**config.mk**
```make
export PLATFORM = sky130hd
export DESIGN_NAME = uart_tx_serializer_p_flat
export DESIGN_NICKNAME = d
export VERILOG_FILES = /design/src/rtl/uart_tx_serializer_p_if.sv /design/src/rtl/uart_tx_serializer_p.sv /design/src/flat_wrapper.sv
export SDC_FILE = /design/constraint.sdc
export NUM_CORES = 1
export LEC_CHECK = 0
export CORE_UTILIZATION = 40
export DETAILED_ROUTE_END_ITERATION = 7
export GPL_TIMING_DRIVEN = 0
export SYNTH_ARGS = -nofsm -noshare
export SYNTH_HDL_FRONTEND = slang
export SYNTH_SLANG_ARGS = --single-unit
```
**constraint.sdc**
```tcl
create_clock -name CLK -period 3.5 [get_ports CLK]
set_input_delay 0.875 -clock CLK [delete_from_list [all_inputs] [get_ports CLK]]
set_output_delay 0.875 -clock CLK [all_outputs]
set_load 0.1 [all_outputs]
```
**src/rtl/uart_tx_serializer_p_if.sv**
```systemverilog
// Handshake and serial-output bundle for the UART TX serializer.
// The master side (frame controller) supplies the word, the bit strobe and
// the per-word options. The slave side (serializer) returns the serial bit
// and its status flags.
interface uart_tx_serializer_p_if #(
  parameter int DATA_WIDTH = 8
);
  logic [DATA_WIDTH-1:0] P_DATA;
  logic                  DATA_VALID;
  logic                  BIT_TICK;
  logic                  MSB_FIRST;
  logic                  PAR_TYP;
  logic                  ser_data;
  logic                  ser_ready;
  logic                  ser_busy;
  logic                  ser_done;

  modport master (
    output P_DATA, DATA_VALID, BIT_TICK, MSB_FIRST, PAR_TYP,
    input  ser_data, ser_ready, ser_busy, ser_done
  );

  modport slave (
    input  P_DATA, DATA_VALID, BIT_TICK, MSB_FIRST, PAR_TYP,
    output ser_data, ser_ready, ser_busy, ser_done
  );
endinterface

```
**src/rtl/uart_tx_serializer_p.sv**
```systemverilog
// UART TX serializer: captures a DATA_WIDTH-bit word on valid/ready and
// shifts it out one bit per BIT_TICK, LSB or MSB first (chosen per word).
// Define UART_SER_PARITY_EN to append a parity bit period after the data
// bits (even parity, or odd when PAR_TYP=1 at load).
//
// state   | meaning
// --------+-------------------------------------------------
// S_IDLE  | ready for a word; ser_data at IDLE_LEVEL
// S_SHIFT | data bits on ser_data, one per BIT_TICK
// S_PAR   | parity bit on ser_data (parity builds only)
module uart_tx_serializer_p #(
  parameter int   DATA_WIDTH = 8,
  parameter logic IDLE_LEVEL = 1'b0
) (
  input  logic                   CLK,
  input  logic                   RST,
  uart_tx_serializer_p_if.slave  bus
);

  localparam int            CW   = (DATA_WIDTH > 1) ? $clog2(DATA_WIDTH) : 1;
  localparam logic [CW-1:0] LAST = CW'(DATA_WIDTH - 1);

  typedef enum logic [1:0] {
    S_IDLE  = 2'd0,
    S_SHIFT = 2'd1
`ifdef UART_SER_PARITY_EN
    , S_PAR = 2'd2
`endif
  } state_t;

  state_t                state_q, state_d;
  logic [DATA_WIDTH-1:0] shreg_q, shreg_d;
  logic [CW-1:0]         cnt_q, cnt_d;
  logic                  msb_q, msb_d;
  logic                  data_q, data_d;
  logic                  busy_q, busy_d;
  logic                  done_q, done_d;

`ifdef UART_SER_PARITY_EN
  logic                  par_q, par_d;
`else
  logic                  unused_par_typ;
  assign unused_par_typ = bus.PAR_TYP;
`endif

  // Shifting toward the selected end always leaves the next bit at the
  // output end, so only the shift direction depends on the bit order.
  logic [DATA_WIDTH-1:0] shreg_shift;
  logic                  shift_bit;
  logic                  last_bit;

  assign shreg_shift = msb_q ? (shreg_q << 1) : (shreg_q >> 1);
  assign shift_bit   = msb_q ? shreg_shift[DATA_WIDTH-1] : shreg_shift[0];
  assign last_bit    = (cnt_q == LAST);

  assign bus.ser_ready = (state_q == S_IDLE);
  assign bus.ser_data  = data_q;
  assign bus.ser_busy  = busy_q;
  assign bus.ser_done  = done_q;

  // State register; reset aborts any word in flight.
  always_ff @(posedge CLK or negedge RST) begin
    if (!RST) state_q <= S_IDLE;
    else      state_q <= state_d;
  end

  // Next-state decode.
  always_comb begin
    state_d = state_q;
    case (state_q)
      S_IDLE: begin
        if (bus.DATA_VALID) state_d = S_SHIFT;
      end
      S_SHIFT: begin
        if (bus.BIT_TICK && last_bit) begin
`ifdef UART_SER_PARITY_EN
          state_d = S_PAR;
`else
          state_d = S_IDLE;
`endif
        end
      end
`ifdef UART_SER_PARITY_EN
      S_PAR: begin
        if (bus.BIT_TICK) state_d = S_IDLE;
      end
`endif
      default: state_d = S_IDLE;
    endcase
  end

  // Next values of the datapath and registered outputs; ser_done is a pulse.
  always_comb begin
    shreg_d = shreg_q;
    cnt_d   = cnt_q;
    msb_d   = msb_q;
    data_d  = data_q;
    busy_d  = busy_q;
    done_d  = 1'b0;
`ifdef UART_SER_PARITY_EN
    par_d   = par_q;
`endif
    case (state_q)
      S_IDLE: begin
        if (bus.DATA_VALID) begin
          shreg_d = bus.P_DATA;
          msb_d   = bus.MSB_FIRST;
          cnt_d   = '0;
          busy_d  = 1'b1;
          data_d  = bus.MSB_FIRST ? bus.P_DATA[DATA_WIDTH-1] : bus.P_DATA[0];
`ifdef UART_SER_PARITY_EN
          par_d   = (^bus.P_DATA) ^ bus.PAR_TYP;
`endif
        end
      end
      S_SHIFT: begin
        if (bus.BIT_TICK) begin
          if (last_bit) begin
`ifdef UART_SER_PARITY_EN
            data_d = par_q;
`else
            data_d = IDLE_LEVEL;
            busy_d = 1'b0;
            done_d = 1'b1;
`endif
          end else begin
            cnt_d   = cnt_q + CW'(1);
            shreg_d = shreg_shift;
            data_d  = shift_bit;
          end
        end
      end
`ifdef UART_SER_PARITY_EN
      S_PAR: begin
        if (bus.BIT_TICK) begin
          data_d = IDLE_LEVEL;
          busy_d = 1'b0;
          done_d = 1'b1;
        end
      end
`endif
      default: begin
        data_d = IDLE_LEVEL;
        busy_d = 1'b0;
      end
    endcase
  end

  // Datapath and output registers.
  always_ff @(posedge CLK or negedge RST) begin
    if (!RST) begin
      shreg_q <= '0;
      cnt_q   <= '0;
      msb_q   <= 1'b0;
      data_q  <= IDLE_LEVEL;
      busy_q  <= 1'b0;
      done_q  <= 1'b0;
`ifdef UART_SER_PARITY_EN
      par_q   <= 1'b0;
`endif
    end else begin
      shreg_q <= shreg_d;
      cnt_q   <= cnt_d;
      msb_q   <= msb_d;
      data_q  <= data_d;
      busy_q  <= busy_d;
      done_q  <= done_d;
`ifdef UART_SER_PARITY_EN
      par_q   <= par_d;
`endif
    end
  end

endmodule

```
**src/flat_wrapper.sv**
```systemverilog
// flat-port wrapper written by rule: the top's interface ports become plain ports
module uart_tx_serializer_p_flat 
#(
  parameter int   DATA_WIDTH = 8,
  parameter logic IDLE_LEVEL = 1'b0
)
  (CLK, RST, bus_P_DATA, bus_DATA_VALID, bus_BIT_TICK, bus_MSB_FIRST, bus_PAR_TYP, bus_ser_data, bus_ser_ready, bus_ser_busy, bus_ser_done);
  uart_tx_serializer_p_if #(.DATA_WIDTH(DATA_WIDTH)) bus_i ();
  input  logic CLK;
  input  logic RST;
  input wire logic [$bits(bus_i.P_DATA)-1:0] bus_P_DATA;
  input wire logic [$bits(bus_i.DATA_VALID)-1:0] bus_DATA_VALID;
  input wire logic [$bits(bus_i.BIT_TICK)-1:0] bus_BIT_TICK;
  input wire logic [$bits(bus_i.MSB_FIRST)-1:0] bus_MSB_FIRST;
  input wire logic [$bits(bus_i.PAR_TYP)-1:0] bus_PAR_TYP;
  output wire logic [$bits(bus_i.ser_data)-1:0] bus_ser_data;
  output wire logic [$bits(bus_i.ser_ready)-1:0] bus_ser_ready;
  output wire logic [$bits(bus_i.ser_busy)-1:0] bus_ser_busy;
  output wire logic [$bits(bus_i.ser_done)-1:0] bus_ser_done;
  assign bus_i.P_DATA = bus_P_DATA;
  assign bus_i.DATA_VALID = bus_DATA_VALID;
  assign bus_i.BIT_TICK = bus_BIT_TICK;
  assign bus_i.MSB_FIRST = bus_MSB_FIRST;
  assign bus_i.PAR_TYP = bus_PAR_TYP;
  assign bus_ser_data = bus_i.ser_data;
  assign bus_ser_ready = bus_i.ser_ready;
  assign bus_ser_busy = bus_i.ser_busy;
  assign bus_ser_done = bus_i.ser_done;
  uart_tx_serializer_p #(.DATA_WIDTH(DATA_WIDTH), .IDLE_LEVEL(IDLE_LEVEL)) u_core (.CLK(CLK), .RST(RST), .bus(bus_i));
endmodule
```
==> impl_metrics.toml, run 1 <==
[global_route]
antenna_found_initial = 0
grt_pass1_vias = 593
grt-ovfl-total = 0
grt_pass1_wl_mm = 2.81
grt_max_degree = 17
grt_usage_pct = 15.5

[power]
total_power_mw = 0.935
ir_drop_mv = 0.489
seq_power_share_pct = 35.1
powerDensity_nw_per_um2 = 847
leakage_nw = 0.521
cellInternalPower_mw = 0.540
comb_power_share_pct = 51.9
p_sw_mw = 0.394
p_clk_share_pct = 13.0
sw_frac_of_total_pct = 42.2

[synth]
yosysTopAreaCell = "dfrtp_1"
syn_area_sq_um = 873
synth-simple-area-share_pct = 13.9
synth_flop_cell = "dfrtp_1"
netlist_top_cells_area = "dfrtp_1 (46%), mux2i_1 (11%), a221o_1 (6.9%)"
synthesis.nets = 92
synth_compound_gate_area_share_pct = 12.6
synth-xor-area-share_pct = 1.00
synth_top_family_by_area = "multiplexers"
synth-seq-cells = 16
ys_types = 24
synth_enable_flop_cells = 0
ys_seq_area_share_pct = 45.8
synthMuxAreaShare_pct = 16.2
synth_fa_ha_area_share_pct = 4.30
synth-async-reset-ratio_pct = 100
synth_warnings = 0
postSynthCellCount = 75
synth_area_per_cell_sq_um = 11.6
netlist.area_leader.share_pct = 45.8

[clocking]
cts_tree = "done"
clock_latency_ps = 280
numCtsBuffers = 3
clk_pin_slew_ps = 100
cts_hold_buf = 0
h-tree-depth = 1
cts_resized = 0
cts_buffer_depth = 2
post_cts_buffers = 0
cts_sinks = 16
cts_root_buf = "clkbuf_4"

[hold_path]
hold_class = "reg -> reg"
min_to = "u_core.bus.ser_busy$_DFFE_PN0P_"
min_from = "u_core.bus.ser_busy$_DFFE_PN0P_"
min_delay_path_depth = 2

[sta]
timing.final.crit_period_ps = 2950
worst_pin_slew_ps = 959
clock_skew_ps = 10.2
max_slew_margin_pct = 35.8
setup_violations = 0
finalCritPeriodShare_pct = 84.2
layout_setup_ws_ps = 551
fmax_ghz = 0.339
drv_slew = 0
hold_viol = 0
finalSetupTns_ps = 0
rsz0062_at_grt = "false"

[floorplanning]
initial_utilization_pct = 43.6
fp.dieH_um = 48.7
die_area_sq_um = 2370
rows = 16
die_w_um = 48.7
core_sq_um = 2000
io_pins = 18

[setup_path]
crit_buf_inv = 3
timing.rr.start = "u_core.cnt_q[0]$_DFFE_PN0P_"
critPathCaptureType = "output port"
worstPathArrival_ps = 2070
r2r-end = "u_core.shreg_q[3]$_DFFE_PN0P_"
cp_data_required_time_ps = 2620
cp_cell_sequence = "buf_6, inv_1, clkdlybuf4s50_1"
critical_path_class = "reg -> out"
setup.worst_path.start = "u_core.state_q[0]$_DFFE_PN0P_"
crit_slowest_cell = "clkdlybuf4s50_1"
crit_family = "buffers and inverters"
critPathLaunchType = "register"
critical_path.max_fanout = 10
r2r_slack_ps = 1770
r2r_cells = 6
cpPeakStageDelay_ps = 1150

[place]
numPortBuffers = 16
post-place-ws_ps = 852
hpwl_mm = 1.14
place.gp.congestion = 0.703
dp_cells = 118

[cells_and_area]
area_growth_pct = 26.4
antennaDiodeCount = 0
drive_above_1_share_pct = 15.8
layout_common_cells = "clkdlybuf4s50_1 (16), dfrtp_1 (16), mux2i_1 (10), nor2_1 (9), a221o_1 (6)"
fin_cells = 122
nets = 113

[detailed_routing]
dr.pass1.iters = 3
vias = 600
wl_per_cell_um = 12.6
drc = 0
vias_per_cell = 4.92
drt_iter0_drc = 4
routed_wl_mm = 1.54
postRouteAntennaNets = 0

[run]
cap_violations = 0

[outcome]
status = "finished, final reports clean"
## worst register-to-register path, stage by stage, from the launching register on
cell,delay [ps]
dfrtp_1,410
ha_1,230
ha_1,190
nand3b_4,200
nor2b_4,150
buf_6,130
a221o_1,300
## synthesized netlist by cell type, types with 2 or more instances
| cell type | instances |
|---|---|
| a221o_1 | 6 |
| buf_6 | 3 |
| o21ai_0 | 4 |
| nor2_1 | 9 |
| mux2i_1 | 10 |
| ha_1 | 3 |
| dfrtp_1 | 16 |
| nand2_1 | 3 |
| mux2_4 | 2 |
| nand3b_1 | 2 |
| inv_1 | 4 |
## cell type report
type / instances / area (sq um)
buffer: 4 / 38.8
multi-input combinational: 51 / 419
clock buffer: 4 / 36.3
tap: 27 / 33.8
timing repair buffer: 16 / 160
fill: 186 / 898
inverter: 4 / 15.0
sequential: 16 / 400
## sequential cells by signal, summed over array words and instances, names as in the netlist
| signal | cells |
|---|---|
| u_core.state_q | 1 |
| u_core.msb_q | 1 |
| u_core.cnt_q | 3 |
| u_core.bus.ser_done | 1 |
| u_core.bus.ser_busy | 1 |
| u_core.bus.ser_data | 1 |
| u_core.shreg_q | 8 |
## routing by layer
| metal | track usage (%) | wire length (um) | vias to the layer above |
|---|---|---|---|
| met1 | 21.3 | 806 | 277 |
| met5 | 0 | 0 | - |
| met2 | 22.7 | 647 | 11 |
| met4 | 4.41 | 14 | 0 |
| met3 | 5.97 | 68 | 2 |
| li1 | - | - | 310 |
## through the flow
step	hold WS, ps	instance area, sq um	utilization (%)
2_1_floorplan	475	873	-
3_3_place_gp	498	1070	53.3
3_5_place_dp	498	1070	53.3
4_1_cts	531	1100	55.1
5_1_grt	551	1100	55.1
6_report	525	1100	55.1
## kinds of logic (layout without fill, tap and decap cells)
| kind of cell | Yosys count | after routing |
|---|---|---|
| DFF | 16 | 16 |
| AOI/OAI and AO/OA | 14 | 14 |
| buffers and inverters | 8 | 28 |
| xor gates and xnor gates | 1 | 1 |
| adders and majority gates | 3 | 3 |
| muxes | 13 | 13 |
| and+or+nand+nor | 20 | 20 |
## worst max-delay path by stage
stage | to | cells past startpoint | slack (ps)
after global placement | bus_ser_ready | 3 | 840
after floorplan | bus_ser_ready | 2 | 1490
after CTS | bus_ser_ready | 3 | 530
after detailed placement | bus_ser_ready | 3 | 850
after global routing | bus_ser_ready | 3 | 450
final | bus_ser_ready | 3 | 550
## power groups by stage
| stage | Clock, mW | Sequential (mW) | Combinational [mW] |
|---|---|---|---|
| after floorplan | 0 | 0.412 | 0.297 |
| after global routing | 0.138 | 0.337 | 0.533 |
| after detailed placement | 0 | 0.331 | 0.488 |
| after CTS | 0.126 | 0.327 | 0.490 |
| after global placement | 0 | 0.328 | 0.481 |
| final | 0.121 | 0.328 | 0.485 |
Power figures use the tool's default switching activity.
==> run 2, diff against run 1 <==
--- a/config.mk
+++ b/config.mk
@@ -8,6 +8,7 @@
 export CORE_UTILIZATION = 40
 export DETAILED_ROUTE_END_ITERATION = 7
 export GPL_TIMING_DRIVEN = 0
+export PLACE_DENSITY = 0.67
 export SYNTH_ARGS = -nofsm -noshare
 export SYNTH_HDL_FRONTEND = slang
 export SYNTH_SLANG_ARGS = --single-unit
==> constraint.sdc (replaced) <==
create_clock -name CLK -period 2.6 [get_ports CLK]
set_input_delay 0.65 -clock CLK [delete_from_list [all_inputs] [get_ports CLK]]
set_output_delay 0.65 -clock CLK [all_outputs]
set_load 0.1 [all_outputs]
==> run 2 against run 1 <==
Against the previous run:
- critical path depth shrank 2
- final cell count is the same
- wire length shrank 2.6%
- highest routed layer unchanged
- count of clock-buffer cells in the layout is the same
==> impl_metrics.toml, run 2 (same netlist as run 1, synthesis figures left out) <==
[power]
ir_drop_mv = 0.684
leakage_nw = 0.525
sw_frac_of_total_pct = 42.0
p_clk_share_pct = 13.3
comb_power_share_pct = 51.5
seq_power_share_pct = 35.3
p_sw_mw = 0.524
powerDensity_nw_per_um2 = 1130
cellInternalPower_mw = 0.724

[setup_path]
cpPeakStageDelay_ps = 1150
critical_path.max_fanout = 3
worstPathArrival_ps = 1820
crit_buf_inv = 1
cp_cell_sequence = "clkdlybuf4s50_1"
critPathLaunchType = "register"
r2r_slack_ps = 880
crit_family = "buffers and inverters"
crit_slowest_cell = "clkdlybuf4s50_1"
critical_path_class = "reg -> out"
cp_data_required_time_ps = 1950
critPathCaptureType = "output port"

[cells_and_area]
area_growth_pct = 26.2
top_register = "u_core.shreg_q"
final_common_cell = "dfrtp_1"
top_regs = "u_core.shreg_q: 8 flops, u_core.cnt_q: 3 flops"
nFillCells = 191
nets = 113
utilization_pct = 55.1
drive_above_1_share_pct = 15.8
largest_reg_flops = 8
antennaDiodeCount = 0
layout_common_cells = "dfrtp_1 (16), clkdlybuf4s50_1 (15), mux2i_1 (10), nor2_1 (9), a221o_1 (6)"
fin_cells = 122

[hold_path]
hold_class = "reg -> reg"

[sta]
max_slew_margin_pct = 35.2
hold_ws_ps = 516
setup_violations = 0
worst_pin_slew_ps = 968
layout_setup_ws_ps = 129
drv_slew = 0
hold_viol = 0
finalCritPeriodShare_pct = 95.0
timing.final.crit_period_ps = 2470
fmax_ghz = 0.405
finalSetupTns_ps = 0
clock_skew_ps = 1.42
rsz0062_at_grt = "false"

[floorplanning]
fp.dieH_um = 48.7
io_pins = 18
rows = 16
die_area_sq_um = 2370
die_w_um = 48.7
initial_utilization_pct = 43.6
core_sq_um = 2000

[clocking]
clk_pin_slew_ps = 100
cts_buffer_depth = 2
h-tree-depth = 1
post_cts_buffers = 0
cts_resized = 1
cts_sinks = 16
cts_tree = "done"
clock_latency_ps = 280
numCtsBuffers = 3
cts_root_buf = "clkbuf_4"
cts_hold_buf = 0

[detailed_routing]
wl_per_cell_um = 12.3
routed_wl_mm = 1.50
drt_iter0_drc = 6
vias_per_cell = 5.07
dr.pass1.iters = 4
vias = 618
postRouteAntennaNets = 0
drc = 0

[place]
dp_cells = 118
post-place-ws_ps = 169
place.gp.congestion = 0.710
numPortBuffers = 16

[global_route]
grt_usage_pct = 14.9
grt-ovfl-total = 0
grt_pass1_vias = 622
grt_max_degree = 17
grt_pass1_wl_mm = 2.67
antenna_found_initial = 0

[outcome]
status = "finished, final reports clean"

[run]
cap_violations = 0
-- run 2: cell types whose count changed in the layout (fill, tap and decap cells not counted), sizes merged --
cell | before | now
dlygate4sd2 | 0 | 1
clkdlybuf4s50 | 16 | 15
-- run 2: final cells by class --
cell class / count / area [sq um] / share of cell area (%)
repair buffers: 16 / 159 / 14.4
inverters: 4 / 15.0 / 1.36
well taps: 27 / 33.8 / 3.06
plain buffers: 4 / 38.8 / 3.52
multi-input cells: 51 / 419 / 38.0
flip-flops and latches: 16 / 400 / 36.3
clock buffers: 4 / 36.3 / 3.29
-- run 2: power by group through the flow --
stage / Sequential, mW / Clock, mW / Combinational, mW
after floorplan: 0.554 / 0 / 0.400
after global placement: 0.443 / 0 / 0.643
after detailed placement: 0.447 / 0 / 0.651
after CTS: 0.441 / 0.174 / 0.651
after global routing: 0.453 / 0.185 / 0.701
final: 0.440 / 0.166 / 0.642
-- run 2: layer usage --
layer,vias to the layer above,wire [um],global-route usage (%)
li1,312,-,-
met1,296,738,19.8
met2,8,685,22.2
met3,2,60,5.97
met4,0,12,4.41
met5,-,0,0
-- run 2: worst min-delay path: stages, from the launching register on --
cell     delay, ps
dfrtp_1        370
nand2_1         50
o21ai_0         60
-- run 2: worst paths after layout --
kind / from / end / cells past startpoint
max in group asynchronous: RST / u_core.shreg_q[4]$_DFFE_PN0P_ / 1
worst min register to register: u_core.cnt_q[1]$_DFFE_PN0P_ / u_core.cnt_q[1]$_DFFE_PN0P_ / 2
worst min-delay path: u_core.cnt_q[1]$_DFFE_PN0P_ / u_core.cnt_q[1]$_DFFE_PN0P_ / 2
worst max register to register: u_core.cnt_q[0]$_DFFE_PN0P_ / u_core.shreg_q[4]$_DFFE_PN0P_ / 6
min in group asynchronous: RST / u_core.cnt_q[1]$_DFFE_PN0P_ / 1
worst max-delay path: u_core.bus.ser_data$_DFFE_PN0P_ / bus_ser_data / 1
-- run 2: per-stage QoR --
step | instance area, sq um | power, mW
finish | 1100 | 1.25
global route | 1100 | 1.34
CTS | 1100 | 1.27
detailed placement | 1070 | 1.10
global placement | 1070 | 1.09
floorplan | 873 | 0.955
==> run 3, diff against run 2 <==
--- a/config.mk
+++ b/config.mk
@@ -7,8 +7,9 @@
 export LEC_CHECK = 0
 export CORE_UTILIZATION = 40
 export DETAILED_ROUTE_END_ITERATION = 7
+export DONT_BUFFER_PORTS = 1
 export GPL_TIMING_DRIVEN = 0
-export PLACE_DENSITY = 0.67
+export REMOVE_ABC_BUFFERS = 1
 export SYNTH_ARGS = -nofsm -noshare
 export SYNTH_HDL_FRONTEND = slang
 export SYNTH_SLANG_ARGS = --single-unit
==> run 3 against run 2 <==
Against the previous run:
- critical path depth stayed put
- die area stayed put
- wire length is 1.0% higher
- critical endpoint is now bus_ser_ready
- highest routed layer unchanged
==> impl_metrics.toml, run 3 (same netlist as run 1, synthesis figures left out) <==
[clocking]
cts_hold_buf = 0
post_cts_buffers = 0
cts_buffer_depth = 2
cts_root_buf = "clkbuf_4"
cts_resized = 0
cts_tree = "done"
cts_sinks = 16
numCtsBuffers = 3
clock_latency_ps = 290
clk_pin_slew_ps = 90
h-tree-depth = 1

[setup_path]
crit_family = "buffers and inverters"
worstPathArrival_ps = 1540
r2r-end = "u_core.shreg_q[1]$_DFFE_PN0P_"
critPathLaunchType = "register"
critical_path.max_fanout = 11
r2r_cells = 5
critPathCaptureType = "output port"
cp_cell_sequence = "inv_1"
timing.rr.start = "u_core.cnt_q[0]$_DFFE_PN0P_"
cpPeakStageDelay_ps = 730
r2r_slack_ps = 950
cp_data_required_time_ps = 1950
crit_buf_inv = 1
critical_path_class = "reg -> out"
crit_slowest_cell = "inv_1"

[power]
comb_power_share_pct = 32.6
seq_power_share_pct = 53.2
sw_frac_of_total_pct = 44.2
leakage_nw = 0.437
cellInternalPower_mw = 0.646
ir_drop_mv = 0.577
powerDensity_nw_per_um2 = 1280
p_clk_share_pct = 14.2
p_sw_mw = 0.512

[hold_path]
hold_class = "in -> async"

[cells_and_area]
multiInputGateArea_sq_um = 419
top_register = "u_core.shreg_q"
area_growth_pct = 3.58
final_common_cell = "dfrtp_1"
nets = 93
top_regs = "u_core.shreg_q: 8 flops, u_core.cnt_q: 3 flops"
utilization_pct = 45.2
antennaDiodeCount = 0
drive_above_1_share_pct = 14.7
seqCellArea_sq_um = 400
largest_reg_flops = 8
layout_common_cells = "dfrtp_1 (16), mux2i_1 (10), nor2_1 (9), a221o_1 (6)"
nFillCells = 215

[detailed_routing]
routed_wl_mm = 1.51
postRouteAntennaNets = 0
wl_per_cell_um = 14.8
vias = 547
drc = 0
drt_iter0_drc = 9
vias_per_cell = 5.36
dr.pass1.iters = 3

[sta]
fmax_ghz = 0.456
timing.final.crit_period_ps = 2190
worst_pin_slew_ps = 945
finalCritPeriodShare_pct = 84.4
clock_skew_ps = 3.00
hold_viol = 0
setup_violations = 0
rsz0062_at_grt = "false"
finalSetupTns_ps = 0
max_slew_margin_pct = 37.0
drv_slew = 0

[global_route]
antenna_found_initial = 0
grt_pass1_wl_mm = 2.83
grt_pass1_vias = 614
grt_usage_pct = 15.7
grt-ovfl-total = 0
grt_max_degree = 17

[floorplanning]
io_pins = 18
fp.dieH_um = 48.7
core_sq_um = 2000
initial_utilization_pct = 43.6
rows = 16
die_area_sq_um = 2370
die_w_um = 48.7

[run]
cap_violations = 0

[outcome]
status = "finished, final reports clean"

[place]
numPortBuffers = 0
place.gp.congestion = 0.752
hpwl_mm = 1.07
-- run 3: metrics by stage --
step           setup slack [ps]  cell area (sq um)  power [mW]  cells  hold WS [ps]
2_1_floorplan               814                835       0.921     71           354
3_3_place_gp                735                868       0.983     98           355
3_5_place_dp                733                868        1.00     98           355
4_1_cts                     397                905        1.17    102          31.7
5_1_grt                     320                905        1.25    102          22.4
6_report                    407                905        1.16    102          41.9
-- run 3: worst max-delay path by stage --
stage	from	to	slack (ps)	depth (start not counted)
2_1_floorplan	u_core.state_q[0]$_DFFE_PN0P_	bus_ser_ready	810	1
5_1_grt	u_core.state_q[0]$_DFFE_PN0P_	bus_ser_ready	320	1
3_5_place_dp	u_core.state_q[0]$_DFFE_PN0P_	bus_ser_ready	730	1
4_1_cts	u_core.state_q[0]$_DFFE_PN0P_	bus_ser_ready	400	1
6_report	u_core.state_q[0]$_DFFE_PN0P_	bus_ser_ready	410	1
3_3_place_gp	u_core.state_q[0]$_DFFE_PN0P_	bus_ser_ready	730	1
-- run 3: layout make-up --
type / instances / share of cell area [%]
clock buffers: 4 / 4.01
flip-flops and latches: 16 / 44.3
multi-input cells: 51 / 46.3
well taps: 27 / 3.73
inverters: 4 / 1.66
-- run 3: power by group through the flow --
| stage | logic (mW) | registers [mW] | clock network, mW |
|---|---|---|---|
| CTS | 0.384 | 0.615 | 0.171 |
| global placement | 0.369 | 0.615 | 0 |
| finish | 0.377 | 0.616 | 0.165 |
| detailed placement | 0.380 | 0.620 | 0 |
| global route | 0.435 | 0.635 | 0.180 |
| floorplan | 0.335 | 0.585 | 0 |
-- run 3: per-layer routing --
layer / up-vias / GRT usage (%) / routed length (um)
li1: 267 / - / -
met1: 265 / 21.0 / 759
met2: 13 / 22.7 / 642
met3: 2 / 7.23 / 97
met4: 0 / 4.41 / 12
met5: - / 0 / 0
